File: src/rtl/alu_dispatcher_if.sv
// ============================================================================
//  Module      : alu_dispatcher_pkg / alu_dispatcher_if
//  Description : Packet types and the bundled requester/ALU/response bus
//  Revision    : 1.0  initial release
// ============================================================================
`default_nettype none

package alu_dispatcher_pkg;
   typedef enum logic [2:0] {
      NOP      = 3'd0,
      ADD      = 3'd1,
      SUB      = 3'd2,
      MULTIPLY = 3'd3,
      AND      = 3'd4,
      OR       = 3'd5,
      XOR      = 3'd6
   } command_t;

   typedef enum logic [1:0] {
      NO_RESPONSE = 2'd0,
      SUCCESS     = 2'd1,
      OVERFLOW    = 2'd2,
      UNUSED      = 2'd3
   } response_t;

   typedef struct packed {
      command_t    command;
      logic [31:0] data1;
      logic [31:0] data2;
   } input_packet_t;

   typedef struct packed {
      response_t   response;
      logic [31:0] data;
   } output_packet_t;
endpackage

interface alu_dispatcher_if #(
   parameter int NUM_REQ = 4
);
   import alu_dispatcher_pkg::*;
   localparam int ID_W = $clog2(NUM_REQ);

   logic [NUM_REQ-1:0]          req_valid;
   logic [NUM_REQ-1:0]          req_ready;
   input_packet_t [NUM_REQ-1:0] req_packet;
   input_packet_t [3:0]         alu_in;
   output_packet_t [3:0]        alu_out;
   logic                        rsp_valid;
   logic                        rsp_ready;
   output_packet_t              rsp_packet;
   logic [ID_W-1:0]             rsp_req_id;
   logic [1:0]                  rsp_lane;
   logic [3:0]                  busy_lanes;
   logic [7:0]                  spurious_cnt;

   modport master (
      output req_valid, req_packet, alu_out, rsp_ready,
      input  req_ready, alu_in, rsp_valid, rsp_packet, rsp_req_id,
             rsp_lane, busy_lanes, spurious_cnt
   );

   modport slave (
      input  req_valid, req_packet, alu_out, rsp_ready,
      output req_ready, alu_in, rsp_valid, rsp_packet, rsp_req_id,
             rsp_lane, busy_lanes, spurious_cnt
   );
endinterface

`default_nettype wire

File: src/rtl/alu_dispatcher.sv
// ============================================================================
//  Module      : alu_dispatcher
//  Description : Round-robin scheduler of requester commands onto 4 ALU lanes
//  Revision    : 1.0  initial release
// ============================================================================
`default_nettype none

module alu_dispatcher
   import alu_dispatcher_pkg::*;
#(
   parameter int NUM_REQ     = 4,
   parameter int TIMEOUT_CYC = 16
) (
   input  wire logic          clk_i,
   input  wire logic          rst_i,
   alu_dispatcher_if.slave    bus
);

   localparam int ID_W = $clog2(NUM_REQ);
   localparam int WD_W = $clog2(TIMEOUT_CYC + 1);
   localparam logic [WD_W-1:0] WD_LAST = WD_W'(TIMEOUT_CYC - 1);

   typedef enum logic [1:0] {
      LS_FREE   = 2'd0,
      LS_ISSUED = 2'd1,
      LS_DONE   = 2'd2
   } lane_state_e;

   lane_state_e         lane_q     [4];
   logic [ID_W-1:0]     lane_id_q  [4];
   logic [WD_W-1:0]     lane_wd_q  [4];
   output_packet_t      lane_rsp_q [4];
   input_packet_t [3:0] alu_in_q;
   logic [ID_W-1:0]     req_ptr_q;
   logic [1:0]          rsp_ptr_q;
   logic                hold_q;
   logic [1:0]          hold_lane_q;
   logic [7:0]          spur_q;
   logic [7:0]          spur_d;

   logic                win_found;
   logic [ID_W-1:0]     win_id;
   logic                win_nop;
   logic                free_found;
   logic [1:0]          free_lane;
   logic                grant;
   logic                rsp_any;
   logic [1:0]          rsp_first;
   logic [1:0]          sel_lane;
   logic                rsp_hs;
   logic [2:0]          spur_n;
   logic [8:0]          spur_sum;

   // Requester scan: indices at/after the pointer first, then wrap to the low ones
   always_comb begin
      win_found  = 1'b0;
      win_id     = '0;
      free_found = 1'b0;
      free_lane  = 2'd0;
      for (int i = 0; i < NUM_REQ; i++) begin
         if (!win_found && bus.req_valid[i] && (ID_W'(i) >= req_ptr_q)) begin
            win_found = 1'b1;
            win_id    = ID_W'(i);
         end
      end
      for (int i = 0; i < NUM_REQ; i++) begin
         if (!win_found && bus.req_valid[i]) begin
            win_found = 1'b1;
            win_id    = ID_W'(i);
         end
      end
      for (int l = 3; l >= 0; l--) begin
         if (lane_q[l] == LS_FREE) begin
            free_found = 1'b1;
            free_lane  = 2'(l);
         end
      end
      win_nop = (bus.req_packet[win_id].command == NOP);
      grant   = !rst_i && win_found && (win_nop || free_found);
      for (int i = 0; i < NUM_REQ; i++) begin
         bus.req_ready[i] = grant && (win_id == ID_W'(i));
      end
   end

   // Once a response is presented without ready, the chosen lane is pinned
   always_comb begin
      rsp_any   = 1'b0;
      rsp_first = 2'd0;
      for (int l = 0; l < 4; l++) begin
         if (!rsp_any && lane_q[l] == LS_DONE && (2'(l) >= rsp_ptr_q)) begin
            rsp_any   = 1'b1;
            rsp_first = 2'(l);
         end
      end
      for (int l = 0; l < 4; l++) begin
         if (!rsp_any && lane_q[l] == LS_DONE) begin
            rsp_any   = 1'b1;
            rsp_first = 2'(l);
         end
      end
      sel_lane = hold_q ? hold_lane_q : rsp_first;
      rsp_hs   = rsp_any && bus.rsp_ready;

      spur_n = 3'd0;
      for (int l = 0; l < 4; l++) begin
         spur_n = spur_n + {2'b00, (bus.alu_out[l].response != NO_RESPONSE) &&
                                   (lane_q[l] != LS_ISSUED)};
      end
      spur_sum = {1'b0, spur_q} + {6'd0, spur_n};
      spur_d   = spur_sum[8] ? 8'hFF : spur_sum[7:0];
   end

   assign bus.rsp_valid    = rsp_any;
   assign bus.rsp_packet   = rsp_any ? lane_rsp_q[sel_lane] : '0;
   assign bus.rsp_req_id   = rsp_any ? lane_id_q[sel_lane] : '0;
   assign bus.rsp_lane     = rsp_any ? sel_lane : 2'd0;
   assign bus.alu_in       = alu_in_q;
   assign bus.spurious_cnt = spur_q;

   for (genvar g = 0; g < 4; g++) begin : g_busy
      assign bus.busy_lanes[g] = (lane_q[g] != LS_FREE);
   end

   always_ff @(posedge clk_i) begin
      if (rst_i) begin
         for (int l = 0; l < 4; l++) begin
            lane_q[l]     <= LS_FREE;
            lane_id_q[l]  <= '0;
            lane_wd_q[l]  <= '0;
            lane_rsp_q[l] <= '0;
         end
         alu_in_q    <= '0;
         req_ptr_q   <= '0;
         rsp_ptr_q   <= 2'd0;
         hold_q      <= 1'b0;
         hold_lane_q <= 2'd0;
         spur_q      <= 8'd0;
      end else begin
         alu_in_q <= '0;
         if (grant && !win_nop) begin
            alu_in_q[free_lane] <= bus.req_packet[win_id];
         end
         if (grant) begin
            req_ptr_q <= (win_id == ID_W'(NUM_REQ - 1)) ? '0 : win_id + 1'b1;
         end
         for (int l = 0; l < 4; l++) begin
            unique case (lane_q[l])
               LS_FREE: begin
                  if (grant && !win_nop && free_lane == 2'(l)) begin
                     lane_q[l]    <= LS_ISSUED;
                     lane_id_q[l] <= win_id;
                     lane_wd_q[l] <= '0;
                  end
               end
               LS_ISSUED: begin
                  // A real response beats the watchdog when both land together
                  if (bus.alu_out[l].response != NO_RESPONSE) begin
                     lane_q[l]     <= LS_DONE;
                     lane_rsp_q[l] <= bus.alu_out[l];
                  end else if (lane_wd_q[l] == WD_LAST) begin
                     lane_q[l]     <= LS_DONE;
                     lane_rsp_q[l] <= '{response: UNUSED, data: 32'd0};
                  end else begin
                     lane_wd_q[l] <= lane_wd_q[l] + 1'b1;
                  end
               end
               LS_DONE: begin
                  if (rsp_hs && sel_lane == 2'(l)) begin
                     lane_q[l] <= LS_FREE;
                  end
               end
               default: lane_q[l] <= LS_FREE;
            endcase
         end
         if (rsp_hs) begin
            rsp_ptr_q <= sel_lane + 2'd1;
         end
         hold_q      <= rsp_any && !bus.rsp_ready;
         hold_lane_q <= sel_lane;
         spur_q      <= spur_d;
      end
   end

endmodule

`default_nettype wire

File: src/flat_wrapper.sv
// flat-port wrapper written by rule: the top's interface ports become plain ports
module alu_dispatcher_flat import alu_dispatcher_pkg::*;
#(
   parameter int NUM_REQ     = 4,
   parameter int TIMEOUT_CYC = 16
)
  (clk_i, rst_i, bus_req_valid, bus_req_packet, bus_alu_out, bus_rsp_ready, bus_req_ready, bus_alu_in, bus_rsp_valid, bus_rsp_packet, bus_rsp_req_id, bus_rsp_lane, bus_busy_lanes, bus_spurious_cnt);
  alu_dispatcher_if #(.NUM_REQ(NUM_REQ)) bus_i ();
  input  wire logic clk_i;
  input  wire logic rst_i;
  input wire logic [$bits(bus_i.req_valid)-1:0] bus_req_valid;
  input wire logic [$bits(bus_i.req_packet)-1:0] bus_req_packet;
  input wire logic [$bits(bus_i.alu_out)-1:0] bus_alu_out;
  input wire logic [$bits(bus_i.rsp_ready)-1:0] bus_rsp_ready;
  output wire logic [$bits(bus_i.req_ready)-1:0] bus_req_ready;
  output wire logic [$bits(bus_i.alu_in)-1:0] bus_alu_in;
  output wire logic [$bits(bus_i.rsp_valid)-1:0] bus_rsp_valid;
  output wire logic [$bits(bus_i.rsp_packet)-1:0] bus_rsp_packet;
  output wire logic [$bits(bus_i.rsp_req_id)-1:0] bus_rsp_req_id;
  output wire logic [$bits(bus_i.rsp_lane)-1:0] bus_rsp_lane;
  output wire logic [$bits(bus_i.busy_lanes)-1:0] bus_busy_lanes;
  output wire logic [$bits(bus_i.spurious_cnt)-1:0] bus_spurious_cnt;
  assign bus_i.req_valid = bus_req_valid;
  assign bus_i.req_packet = bus_req_packet;
  assign bus_i.alu_out = bus_alu_out;
  assign bus_i.rsp_ready = bus_rsp_ready;
  assign bus_req_ready = bus_i.req_ready;
  assign bus_alu_in = bus_i.alu_in;
  assign bus_rsp_valid = bus_i.rsp_valid;
  assign bus_rsp_packet = bus_i.rsp_packet;
  assign bus_rsp_req_id = bus_i.rsp_req_id;
  assign bus_rsp_lane = bus_i.rsp_lane;
  assign bus_busy_lanes = bus_i.busy_lanes;
  assign bus_spurious_cnt = bus_i.spurious_cnt;
  alu_dispatcher #(.NUM_REQ(NUM_REQ), .TIMEOUT_CYC(TIMEOUT_CYC)) u_core (.clk_i(clk_i), .rst_i(rst_i), .bus(bus_i));
endmodule
File: config.mk
export PLATFORM = sky130hd
export DESIGN_NAME = alu_dispatcher_flat
export DESIGN_NICKNAME = d
export VERILOG_FILES = /design/src/rtl/alu_dispatcher_if.sv /design/src/rtl/alu_dispatcher.sv /design/src/flat_wrapper.sv
export SDC_FILE = /design/constraint.sdc
export NUM_CORES = 1
export LEC_CHECK = 0
export BUFFER_PORTS_ARGS = -buffer_cell sky130_fd_sc_hd__buf_2
export CELL_PAD_IN_SITES_DETAIL_PLACEMENT = 1
export CELL_PAD_IN_SITES_GLOBAL_PLACEMENT = 2
export CORE_AREA = 3 3 283 285
export CTS_BUF_LIST = sky130_fd_sc_hd__clkbuf_8
export CTS_CLUSTER_SIZE = 10
export DETAILED_ROUTE_END_ITERATION = 6
export DIE_AREA = 0 0 286 288
export PLACE_DENSITY = 0.7
export SLEW_MARGIN = 20
export SYNTH_ARGS = -nofsm -noshare
export SYNTH_HDL_FRONTEND = slang
export SYNTH_SLANG_ARGS = --single-unit
File: constraint.sdc
create_clock -name clk_i -period 4.63 [get_ports clk_i]
set_input_delay 0.2315 -clock clk_i [delete_from_list [all_inputs] [get_ports clk_i]]
set_output_delay 0.2315 -clock clk_i [all_outputs]
set_load 0.05 [all_outputs]
# [Word-level counts from Yosys, hierarchy flattened]
# Memory sizes are Yosys's and may differ from the RTL's.
# Cells that the tools add are included.
[word_totals] n_memories=4 reg_bits=283 ramBits=172 input_bits=411 wordCells=382 output_inout_bits=323
[op_classes] bitwise=42 n_reduce_logical=83 mux=190 eq_ne=25 n_lt_le_gt_ge=11 addsub=10
[memory_table] memory="u_core.lane_rsp_q" words=4 word_bits=34 read_ports=1 rd_ports_with_merged_regs=0 wr=4 line_no="alu_dispatcher.sv:32" text="output_packet_t lane_rsp_q [4];"
[memory_table] memory="u_core.lane_wd_q" words=4 word_bits=5 read_ports=4 rd_ports_with_merged_regs=0 wr=4 line_no="alu_dispatcher.sv:31" text="logic [WD_W-1:0] lane_wd_q [4];"
[memory_table] memory="u_core.lane_id_q" words=4 word_bits=2 read_ports=1 rd_ports_with_merged_regs=0 wr=4 line_no="alu_dispatcher.sv:30" text="logic [ID_W-1:0] lane_id_q [4];"
[memory_table] memory="u_core.lane_q" words=4 word_bits=2 read_ports=4 rd_ports_with_merged_regs=0 wr=4 line_no="alu_dispatcher.sv:29" text="lane_state_e lane_q [4];"
[op_table] operator="$mux W34" n=9
[op_table] operator="$and A268 B268 Y268" n=1
[op_table] operator="$bmux W67 S2" n=1
[op_table] operator="$demux W67 S2" n=1
[op_table] operator="$mux W67" n=2
[op_table] operator="$mux W1" n=124
[op_table] operator="$mux W2" n=44
[op_table] operator="$logic_and A1 B1 Y1" n=44
[op_table] operator="$mux W5" n=8
[op_table] operator="$or A1 B1 Y1" n=40
[op_table] operator="$add A5 B1 Y5 const B" n=4
[op_table] operator="$eq A2 B2 Y1 const B" n=10
[op_table] operator="$eq A5 B4 Y1 const B" n=4
[op_table] operator="$logic_not A1 Y1" n=17
[op_table] operator="$reduce_bool A2 Y1" n=8
[op_table] operator="$eq A2 B1 Y1 const B" n=7
[op_table] operator="$logic_not A2 Y1" n=7
[op_table] operator="$reduce_or A3 Y1" n=4
[op_table] operator="$add A8 B3 Y9" n=1
[op_table] operator="$ge A1 B2 Y1 const A" n=4
[op_table] operator="$ge A2 B2 Y1 const A" n=4
[op_table] operator="$mux W8" n=1
[op_table] operator="$ne A2 B1 Y1 const B" n=4
[op_table] operator="$add A3 B1 Y3" n=2
[op_table] operator="other kinds (8)" n=10

# [Longest topological paths before layout]
# Gate-level depths: netlist of the first run.
[logic_depth] word_depth=43 depth_mapped=14

# [Worst setup path after synthesis of the first run]
# Ideal clock, no wire load.
[synth_path] path_type="flip-flop to flip-flop" from="memory u_core.lane_wd_q[0][15] (netlist name)" to="memory u_core.lane_rsp_q[3][0] (netlist name), enable pin" path_stages_with_launch=6 required_time_ns=4.158 period_less_slack_ns=3.847 path_buffers=0 setup_slack_ns=0.783 setup_time_ns=0.472 t_arrival_ns=3.375 cell_sequence="edfxtp_1 -> ha_1 -> and3_1 -> ha_1 -> nor3_1 -> o21ai_0"
[synth_rtl] element="start: declaration" line_no="alu_dispatcher.sv:31"
[synth_rtl] element="end: declaration" line_no="alu_dispatcher.sv:32"

# [Final worst setup path of the first run]
[layout_path] from="register u_core.req_ptr_q[0]" to="register u_core.alu_in_q, in the netlist u_core.bus.alu_in[101]"
[layout_via] elab_chain_len=35 word_cells_on_any_way=48 cone_classes="order compare (4); mux (17); bitwise (2); reduce/logical (25)"
[layout_rtl] element="start: declaration" line_no="alu_dispatcher.sv:34" text="logic [ID_W-1:0] req_ptr_q;"
[layout_rtl] element="start signal: assignment" line_no="alu_dispatcher.sv:144" text="req_ptr_q <= (win_id == ID_W'(NUM_REQ - 1)) ? '0 : win_id + 1'b1;"
[layout_rtl] element="$ge A1 B2 Y1" line_no="alu_dispatcher.sv:61" text="if (!win_found && bus.req_valid[i] && (ID_W'(i) >= req_ptr_q)) begin"
[layout_rtl] element="$logic_and A1 B1 Y1" line_no="alu_dispatcher.sv:61"
[layout_rtl] element="$mux W1" line_no="alu_dispatcher.sv:61"
[layout_rtl] element="$logic_not A1 Y1" line_no="alu_dispatcher.sv:61"
[layout_rtl] element="$logic_and A1 B1 Y1 (2 in a row)" line_no="alu_dispatcher.sv:61"
[layout_rtl] element="$mux W1" line_no="alu_dispatcher.sv:61"
[layout_rtl] element="$logic_not A1 Y1" line_no="alu_dispatcher.sv:61"
[layout_rtl] element="$logic_and A1 B1 Y1 (2 in a row)" line_no="alu_dispatcher.sv:61"
[layout_rtl] element="(+17 left out)"
[layout_rtl] element="$bmux W67 S2" line_no="alu_dispatcher.sv:78, alu_dispatcher.sv:141"
[layout_rtl] element="$mux W67 (not written as such)" line_no="alu_dispatcher.sv:78, alu_dispatcher.sv:141"
[layout_rtl] element="$logic_not A3 Y1" line_no="alu_dispatcher.sv:78" text="win_nop = (bus.req_packet[win_id].command == NOP);"
[layout_rtl] element="$logic_or A1 B1 Y1" line_no="alu_dispatcher.sv:79" text="grant = !rst_i && win_found && (win_nop || free_found);"
[layout_rtl] element="$logic_and A1 B1 Y1" line_no="alu_dispatcher.sv:79"
[layout_rtl] element="$logic_and A1 B1 Y1" line_no="alu_dispatcher.sv:140" text="if (grant && !win_nop) begin"
[layout_rtl] element="$not A1 Y1 (no source line)"
[layout_rtl] element="$reduce_or A2 Y1 (no source line)"
[layout_rtl] element="end signal: indexed assignment" line_no="alu_dispatcher.sv:141" text="alu_in_q[free_lane] <= bus.req_packet[win_id];"
[layout_rtl] element="end: declaration" line_no="alu_dispatcher.sv:33" text="input_packet_t [3:0] alu_in_q;"
# Parallel ways exist; a longest one is shown, timed or not. The select of a mux whose other input is x is not followed.
# A chain may end at the register's enable or synchronous reset.

==> impl_metrics.csv, run 1 <==
group,metric,value,unit
run_status,outcome,"completed",
cts,cts_buffers,86,
grt,grt_antenna_before_repair,32,
layout,nNetsFinal,3145,
yosys,synthTopCellsByArea,"dfxtp_1 (32%), edfxtp_1 (29%), nand2_1 (7.2%), nor2_1 (6.9%), and2_1 (5.9%)",
cts,post_cts_buffers,0,
critical_path,cp_slowest_stage_delay,0.72,ns
drt,ant_nets,0,
drt,wl_per_cell,21.7,µm
critical_path,critPathKind,"flop to flop",
cts,clockRootBuffer,"clkbuf_8",
yosys,postSynthAreaPerCell,10.0,µm²
layout,final_util,0.340,
critical_path,required,5.15,ns
yosys,yosysSeqAreaShare,0.612,
critical_path,arrival,4.72,ns
drt,vias_per_cell,4.33,
grt,grt_max_degree,131,
grt,grt_first_pass_wirelength,121,mm
sta,fin_ws,0.425,ns
yosys,synth_seq_cells,455,
drt,drc,0,
placement,post-place-ws,0.984,ns
sta,finalHoldViolCount,0,
critical_path,crit_chain,"nand2b_1, a21oi_1, a211oi_4, buf_4, buf_4, nand3_1, dlygate4sd3_1, o21ai_0, dlygate4sd3_1, nor2_1",
floorplan,die-area,0.0824,mm²
cts,cts_tree,"built",
yosys,ys_types,50,
grt,grt_pass1_vias,18300,
sta,slew_violations,0,
yosys,synth_top_cell_by_area,"dfxtp_1",
critical_path,slowest_stage,"buf_4",
yosys,syn_nets,2196,
floorplan,chipWidth,286,µm
pwr,vdd_drop_max,0.278,mV
placement,dpl.hpwl,60.6,mm
grt,grt_usage,0.196,
floorplan,initial_core_util,0.228,
sta,worst_pin_slew,1.07,ns
grt,overflow,0,
flow_run,cap_viol_max_count,0,
cts,hold_buffers,211,
sta,fin_skew,0.0454,ns
worst_hold_path,hold_path.class,"input port to flop",
critical_path,cp-start-kind,"flop",
critical_path,worstPathMaxFanout,83,
yosys,ys_warn_count,0,
placement,gp_congestion,0.893,
cts,clockBufferDepth,3,
yosys,synth.cell_area,0.0177,mm²
placement,io_buffer_count,733,
layout,area_growth,49.0,%
cts,cts.clk_slew.worst_paths,0.06,ns
drt,dr.pass1.iters,5,
sta,fin_crit_sh,0.908,
floorplan,core,0.0776,mm²
drt,vias,16600,
critical_path,end_kind,"flop",
drt,wl,82.9,mm
sta,period_needed,4.20,ns
layout,drive_gt1_frac,0.336,
sta,rsz0062_at_grt,"no",
cts,cts_resized,0,
yosys,async_reset_ff_frac,0,
cts,cts_sinks,455,
layout,fill_cells,9184,
sta,fin_setup_tns,0,ns
cts,clk_latency,0.66,ns
floorplan,ios,734,
yosys,synth_edf_count,172,
sta,finalSetupViolCount,0,
floorplan,fp.dieH,288,µm
cts,htreeDepth,3,
yosys,synth_top_area_share,0.320,
yosys,syn_inst,1762,
floorplan,row_count,102,
sta,slew_headroom,0.289,
pwr,power_density,629,mW/mm²
pwr,p_leak,0.0126,µW
drt,drt_iter0_drc,683,
yosys,synth_ff_type,"dfxtp_1",
sta,fmax,238,MHz
-- power by group --
group / total, µW / switching (µW) / internal [µW]
Combinational: 7330 / 5360 / 1970
Clock: 4090 / 1820 / 2270
Sequential: 5160 / 258 / 4900
-- area by class of cell --
cell class,count,area [µm²],share of cell area
clock inverter,56,438,0.0166
multi-input combinational,1168,6320,0.240
antenna,12,30.0,0.00114
timing repair buffer,964,5990,0.227
tap,1040,1300,0.0493
clock buffer,97,1340,0.0506
inverter,36,138,0.00522
sequential,455,10800,0.411
-- per-layer routing --
metal  track usage  vias up  wire (µm)  share of wire
li1              -     7704          -              -
met4        0.0562       12       2170          0.026
met1         0.213     8108      30800           0.37
met5             0        -         69        0.00083
met3        0.0727      156       7350          0.089
met2         0.354      607      42600           0.51
-- final timing paths --
path                                   start                         end  slack (ns)  depth (start not counted)
setup / recovery         u_core.req_ptr_q[0]      u_core.bus.alu_in[101]        0.43                         10
hold / removal            bus_req_packet[61]      u_core.bus.alu_in[195]        0.08                          5
setup reg to reg         u_core.req_ptr_q[0]      u_core.bus.alu_in[101]        0.43                         10
hold reg to reg   u_core.bus.spurious_cnt[6]  u_core.bus.spurious_cnt[6]        0.53                          1
-- metrics by stage --
stage | hold WS (ns) | std cells | cell area [µm²] | total power, µW
3_3_place_gp | 0.510 | 3451 | 22400 | 12200
6_report | 0.0759 | 3828 | 26400 | 16600
4_1_cts | 0.000423 | 3816 | 26400 | 16800
3_5_place_dp | 0.513 | 3452 | 22500 | 12300
5_1_grt | 0.0534 | 3823 | 26400 | 17500
2_1_floorplan | 0.308 | 1762 | 17700 | 10100
-- state kept, by name, summed over array words and instances (netlist names), 2 cells and up --
register,count
u_core.lane_wd_q,20
u_core.lane_rsp_q,136
u_core.rsp_ptr_q,2
u_core.bus.spurious_cnt,8
u_core.req_ptr_q,2
u_core.bus.alu_in,268
u_core.lane_q,8
u_core.hold_lane_q,2
u_core.lane_id_q,8
-- synthesized netlist by cell type, drive strengths merged, types with 5 or more instances --
library cell and number:
nand2 340, nor2 325, dfxtp 283, edfxtp 172
and2 168, nand3 91, o21ai 76, clkbuf 60
buf 43, inv 36, mux4 36, a21oi 26
ha 21, nand2b 12, and3 9, nor2b 8
xnor2 7, a21o 5, nor3 5, xor2 5
-- cell families after synthesis --
family                     Yosys count  share of synthesized area
muxes                               39                     0.0476
AOI/OAI and AO/OA                  123                     0.0393
xor gates and xnor gates            12                    0.00594
DFF                                455                      0.612
and+or+nand+nor                    971                      0.243
adders and majority gates           23                     0.0171
buffers and inverters              139                     0.0349
-- worst max-delay path, delay by kind of cell, from the launching register on --
family,cells,cell delay (ns)
buf+inv,4,2.46
simple gates,3,0.41
compound gates,3,0.68
flops,1,0.39
-- layout by cell type (no fill, tap or decap), types with 7 or more instances in the layout --
cell type      instances
a21oi_1               26
clkinv_2               9
ha_1                  21
nand2_1              339
dfxtp_1              283
nor2b_1                7
o21ai_0               72
buf_2                733
dlygate4sd3_1        211
clkbuf_8              97
and3_1                 9
buf_4                 16
nand2b_1              10
edfxtp_1             172
inv_1                 60
mux4_2                36
nor2_1               320
and2_1               168
xnor2_1                7
diode_2               12
nand3_1               91
Power figures use the tool's default switching activity.
==> run 2, diff against run 1 <==
--- a/config.mk
+++ b/config.mk
@@ -7,13 +7,14 @@
 export LEC_CHECK = 0
 export BUFFER_PORTS_ARGS = -buffer_cell sky130_fd_sc_hd__buf_2
 export CELL_PAD_IN_SITES_DETAIL_PLACEMENT = 1
-export CELL_PAD_IN_SITES_GLOBAL_PLACEMENT = 2
-export CORE_AREA = 3 3 283 285
+export CELL_PAD_IN_SITES_GLOBAL_PLACEMENT = 1
+export CORE_AREA = 3 3 282 284
 export CTS_BUF_LIST = sky130_fd_sc_hd__clkbuf_8
 export CTS_CLUSTER_SIZE = 10
 export DETAILED_ROUTE_END_ITERATION = 6
-export DIE_AREA = 0 0 286 288
-export PLACE_DENSITY = 0.7
+export DIE_AREA = 0 0 285 287
+export PLACE_DENSITY = 0.58
+export SETUP_SLACK_MARGIN = 0.4
 export SLEW_MARGIN = 20
 export SYNTH_ARGS = -nofsm -noshare
 export SYNTH_HDL_FRONTEND = slang
==> constraint.sdc (replaced) <==
create_clock -name clk_i -period 4.1 [get_ports clk_i]
set_input_delay 0.205 -clock clk_i [delete_from_list [all_inputs] [get_ports clk_i]]
set_output_delay 0.205 -clock clk_i [all_outputs]
set_load 0.05 [all_outputs]
==> impl_metrics.csv, run 2 (same netlist as run 1, synthesis figures left out) <==
group,metric,value,unit
run_status,outcome,"completed",
critical_path,reg2reg_depth,11,
worst_hold_path,min_to,"u_core.bus.alu_in[39]",
placement,gp_congestion,0.899,
flow_run,cap_viol_max_count,0,
sta,finalHoldViolCount,0,
layout,fill_cells,9155,
floorplan,row_count,102,
layout,drive_gt1_frac,0.336,
grt,grt_pass1_vias,19000,
critical_path,required,4.67,ns
critical_path,cp-start-kind,"flop",
cts,htreeDepth,3,
floorplan,initial_core_util,0.229,
sta,fin_setup_tns,0,ns
floorplan,die-area,0.0818,mm²
cts,cts_tree,"built",
sta,period_needed,3.56,ns
grt,grt_first_pass_wirelength,127,mm
layout,area_growth,52.4,%
floorplan,chipWidth,285,µm
worst_hold_path,hold_path.class,"input port to flop",
drt,vias_per_cell,4.43,
grt,grt_max_degree,132,
worst_hold_path,hold_depth,5,
cts,cts_buffers,85,
grt,overflow,0,
sta,slew_headroom,0.338,
sta,finalSetupViolCount,0,
critical_path,arrival,4.13,ns
sta,worst_pin_slew,0.982,ns
cts,cts_sinks,455,
grt,grt_antenna_before_repair,51,
floorplan,ios,734,
cts,cts.clk_slew.worst_paths,0.06,ns
critical_path,end_kind,"flop",
cts,clockRootBuffer,"clkbuf_8",
cts,clockBufferDepth,3,
drt,dr.pass1.iters,5,
sta,fin_crit_sh,0.868,
critical_path,rrSetupSlack,0.54,ns
grt,grt_usage,0.208,
layout,largest_reg_flops,268,
drt,vias,17200,
sta,rsz0062_at_grt,"yes",
pwr,vdd_drop_max,0.331,mV
floorplan,fp.dieH,287,µm
drt,wl_per_cell,22.8,µm
sta,fin_skew,0.0714,ns
placement,dpl.hpwl,63.0,mm
cts,clk_latency,0.70,ns
critical_path,r2r-start,"u_core.req_ptr_q[1]",
drt,wl,88.8,mm
sta,slew_violations,0,
drt,drt_iter0_drc,801,
drt,drc,0,
sta,fmax,281,MHz
critical_path,worstPathMaxFanout,106,
drt,ant_nets,0,
floorplan,core,0.0773,mm²
layout,nNetsFinal,3201,
pwr,p_leak,0.0128,µW
layout,mostFrequentLayoutCell,"buf_2",
layout,final_util,0.349,
critical_path,r2r-end,"u_core.bus.alu_in[213]",
pwr,power_density,705,mW/mm²
critical_path,critPathLaunch,"u_core.req_ptr_q[1]",
placement,io_buffer_count,733,
worst_hold_path,hp-start,"bus_req_packet[106]",
critical_path,critPathKind,"flop to flop",
layout,mostFrequentLayoutCells,"buf_2 (730), nand2_1 (339), nor2_1 (320)",
==> run 2: per-stage QoR <==
stage / worst slack (ns) / hold WS [ns] / cells / total power (µW) / cell area (µm²)
5_1_grt: 0.389 / 0.0240 / 3884 / 20000 / 27000
6_report: 0.542 / 0.0532 / 3889 / 19000 / 27000
2_1_floorplan: 1.17 / 0.282 / 1762 / 11400 / 17700
3_5_place_dp: 0.746 / 0.486 / 3458 / 14000 / 22500
3_3_place_gp: 0.819 / 0.485 / 3458 / 13900 / 22500
4_1_cts: 0.401 / 0.000203 / 3864 / 19100 / 26900
==> run 2: where the power goes <==
part           switching (µW)  leakage (µW)  internal [µW]
sequential                303       0.00410           5540
combinational            6220       0.00772           2440
clock                    2090      0.000964           2410
==> run 2: how the worst max path moves through the flow <==
stage	to	slack, ns	cells past startpoint
floorplan	u_core.lane_rsp_q[3][0]	1.17	5
global placement	u_core.lane_id_q[2][0]	0.82	10
detailed placement	u_core.lane_id_q[2][0]	0.75	9
CTS	bus_rsp_packet[27]	0.40	9
global route	u_core.bus.alu_in[36]	0.39	11
finish	u_core.bus.alu_in[213]	0.54	11
==> run 2: metal layers <==
metal	up-vias	part of all wire	track usage
met5	-	0.00092	0
met4	12	0.034	0.0725
met3	185	0.083	0.0698
met2	675	0.51	0.381
met1	8527	0.37	0.224
li1	7829	-	-
==> run 2: layout make-up <==
class | count | area, µm² | share of cell area
antenna | 22 | 55.1 | 0.00204
inverter | 36 | 140 | 0.00520
sequential | 455 | 10800 | 0.402
tap | 1040 | 1300 | 0.0482
multi-input combinational | 1169 | 6360 | 0.236
clock buffer | 103 | 1420 | 0.0526
clock inverter | 44 | 289 | 0.0107
timing repair buffer | 1020 | 6570 | 0.244
==> run 2: repair_timing <==
item | 4_1_cts | 5_1_grt
pin swaps | 0 | 5
resized for setup | 2 | 16
cloned | 1 | 1
endpoints found under the setup margin | 32 | 55
hold endpoints to repair | 298 | 0
hold buffers | 258 | 0
setup buffers | 0 | 2
==> run 2: worst max-delay path: stages, from the launching register on <==
cell and delay (ns):
dfxtp_2 0.41, nand2_1 0.13, a211oi_4 0.45, nor2_4 0.09
buf_12 0.20, buf_4 0.40, nand2_1 0.11, nand3_1 0.08
dlygate4sd3_1 0.61, o21ai_1 0.17, nor2_1 0.08, dlygate4sd3_1 0.56
==> run 3, diff against run 2 <==
--- a/config.mk
+++ b/config.mk
@@ -6,14 +6,14 @@
 export NUM_CORES = 1
 export LEC_CHECK = 0
 export BUFFER_PORTS_ARGS = -buffer_cell sky130_fd_sc_hd__buf_2
-export CELL_PAD_IN_SITES_DETAIL_PLACEMENT = 1
-export CELL_PAD_IN_SITES_GLOBAL_PLACEMENT = 1
-export CORE_AREA = 3 3 282 284
+export CELL_PAD_IN_SITES_DETAIL_PLACEMENT = 0
+export CELL_PAD_IN_SITES_GLOBAL_PLACEMENT = 2
+export CORE_AREA = 3 3 283 285
 export CTS_BUF_LIST = sky130_fd_sc_hd__clkbuf_8
 export CTS_CLUSTER_SIZE = 10
 export DETAILED_ROUTE_END_ITERATION = 6
-export DIE_AREA = 0 0 285 287
-export PLACE_DENSITY = 0.58
+export DIE_AREA = 0 0 286 288
+export PLACE_DENSITY = 0.7
 export SETUP_SLACK_MARGIN = 0.4
 export SLEW_MARGIN = 20
 export SYNTH_ARGS = -nofsm -noshare
==> impl_metrics.csv, run 3 (same netlist as run 1, synthesis figures left out) <==
group,metric,value,unit
placement,io_buffer_count,733,
run_status,outcome,"completed",
drt,drc,0,
layout,area_growth,51.9,%
critical_path,critPathLaunch,"u_core.req_ptr_q[0]",
sta,fmax,291,MHz
cts,htreeDepth,3,
pwr,vdd_drop_max,0.395,mV
drt,dr.pass1.iters,7,
layout,fin_cells,3877,
pwr,p_comb_frac,0.452,
pwr,p_clk_frac,0.239,
sta,fin_setup_tns,0,ns
placement,gp_congestion,0.861,
grt,grt_max_degree,131,
worst_hold_path,hp-start,"bus_req_packet[229]",
grt,grt_pass1_vias,17500,
drt,wl,79.6,mm
sta,finalSetupViolCount,0,
critical_path,r2r-start,"u_core.req_ptr_q[0]",
placement,dp.cells,3454,
layout,largest_reg_flops,268,
floorplan,ios,734,
layout,final_util,0.346,
cts,cts_sinks,455,
floorplan,chipWidth,286,µm
layout,mostFrequentLayoutCell,"buf_2",
flow_run,cap_viol_max_count,0,
grt,grt_antenna_before_repair,33,
floorplan,fp.dieH,288,µm
drt,ant_nets,0,
cts,cts.clk_slew.worst_paths,0.06,ns
critical_path,arrival,3.95,ns
sta,slew_headroom,0.387,
sta,worst_pin_slew,0.909,ns
layout,mostFrequentLayoutCells,"buf_2 (733), nand2_1 (339), nor2_1 (320)",
drt,vias_per_cell,4.28,
cts,clockRootBuffer,"clkbuf_8",
sta,period_needed,3.44,ns
pwr,pwr-share-seq,0.309,
pwr,power_density,700,mW/mm²
sta,rsz0062_at_grt,"no",
cts,clk_latency,0.66,ns
critical_path,worstPathMaxFanout,130,
layout,drive_gt1_frac,0.334,
critical_path,cp-start-kind,"flop",
critical_path,reg2reg_depth,10,
critical_path,critPathKind,"flop to flop",
floorplan,die-area,0.0824,mm²
pwr,power_switching,8350,µW
floorplan,core,0.0776,mm²
placement,dpl.hpwl,57.4,mm
critical_path,end_kind,"flop",
layout,nNetsFinal,3190,
floorplan,row_count,102,
pwr,swShare,0.443,
drt,drt_iter0_drc,953,
floorplan,initial_core_util,0.228,
cts,cts_buffers,83,
grt,overflow,0,
drt,vias,16600,
worst_hold_path,hold_depth,5,
worst_hold_path,hold_path.class,"input port to flop",
pwr,internal-power,10500,µW
pwr,p_leak,0.0127,µW
cts,clockBufferDepth,3,
cts,cts_tree,"built",
grt,grt_first_pass_wirelength,114,mm
grt,grt_usage,0.186,
sta,fin_crit_sh,0.838,
sta,finalHoldViolCount,0,
drt,wl_per_cell,20.5,µm
critical_path,required,4.61,ns
sta,slew_violations,0,
sta,fin_skew,0.0329,ns
==> run 3: critical path: stages (launching register included) <==
cell and delay [ns]:
dfxtp_1 0.39, nor2b_4 0.07, a21o_1 0.19, a211oi_4 0.38
buf_4 0.19, buf_12 0.37, nand3_1 0.15, dlygate4sd3_1 0.59
o21ai_0 0.16, dlygate4sd3_1 0.64, nor2_1 0.04
==> run 3: layer usage <==
layer	vias up	share of wire	wire length, µm	global-route usage
met5	-	0.0016	131	0
met4	20	0.026	2070	0.0653
met3	151	0.098	7800	0.0716
met2	692	0.50	39600	0.323
met1	7952	0.38	30000	0.206
li1	7792	-	-	-
==> run 3: worst paths after layout <==
kind                                     end  slack (ns)
setup / recovery      u_core.bus.alu_in[168]        0.66
hold / removal         u_core.bus.alu_in[95]        0.02
setup reg to reg      u_core.bus.alu_in[168]        0.66
hold reg to reg   u_core.bus.spurious_cnt[6]        0.54
==> run 3: layout make-up <==
type / count / area (µm²)
Inverter: 36 / 145
Timing Repair Buffer: 1012 / 6520
Sequential cell: 455 / 10800
Clock inverter: 53 / 415
Tap cell: 1040 / 1300
Multi-Input combinational cell: 1168 / 6330
Fill cell: 8212 / 50700
Antenna cell: 19 / 47.5
Clock buffer: 94 / 1290
==> run 3: repair_timing <==
| action | in CTS | in global routing |
|---|---|---|
| endpoints found under the setup margin | 8 | 67 |
| setup buffers | 0 | 2 |
| cloned | 0 | 1 |
| resized for setup | 1 | 11 |
| hold buffers | 254 | 0 |
| hold endpoints to repair | 294 | 0 |
| pin swaps | 0 | 3 |
==> run 3: stage by stage <==
| step | power, µW | hold slack [ns] | cell area [µm²] | worst slack, ns |
|---|---|---|---|---|
| after floorplan | 11400 | 0.282 | 17700 | 1.17 |
| after global placement | 13800 | 0.484 | 22500 | 0.957 |
| after detailed placement | 13900 | 0.484 | 22500 | 0.922 |
| after CTS | 19000 | 0.00102 | 26800 | 0.438 |
| after global routing | 19900 | 0.0102 | 26900 | 0.445 |
| final | 18800 | 0.0153 | 26900 | 0.663 |
==> run 3: power groups by stage <==
stage,Sequential [µW],Combinational [µW],Clock (µW)
5_1_grt,5880,9100,4870
3_3_place_gp,5870,7970,0
4_1_cts,5810,8510,4670
6_report,5810,8510,4500
3_5_place_dp,5890,7980,0
2_1_floorplan,7610,3780,0
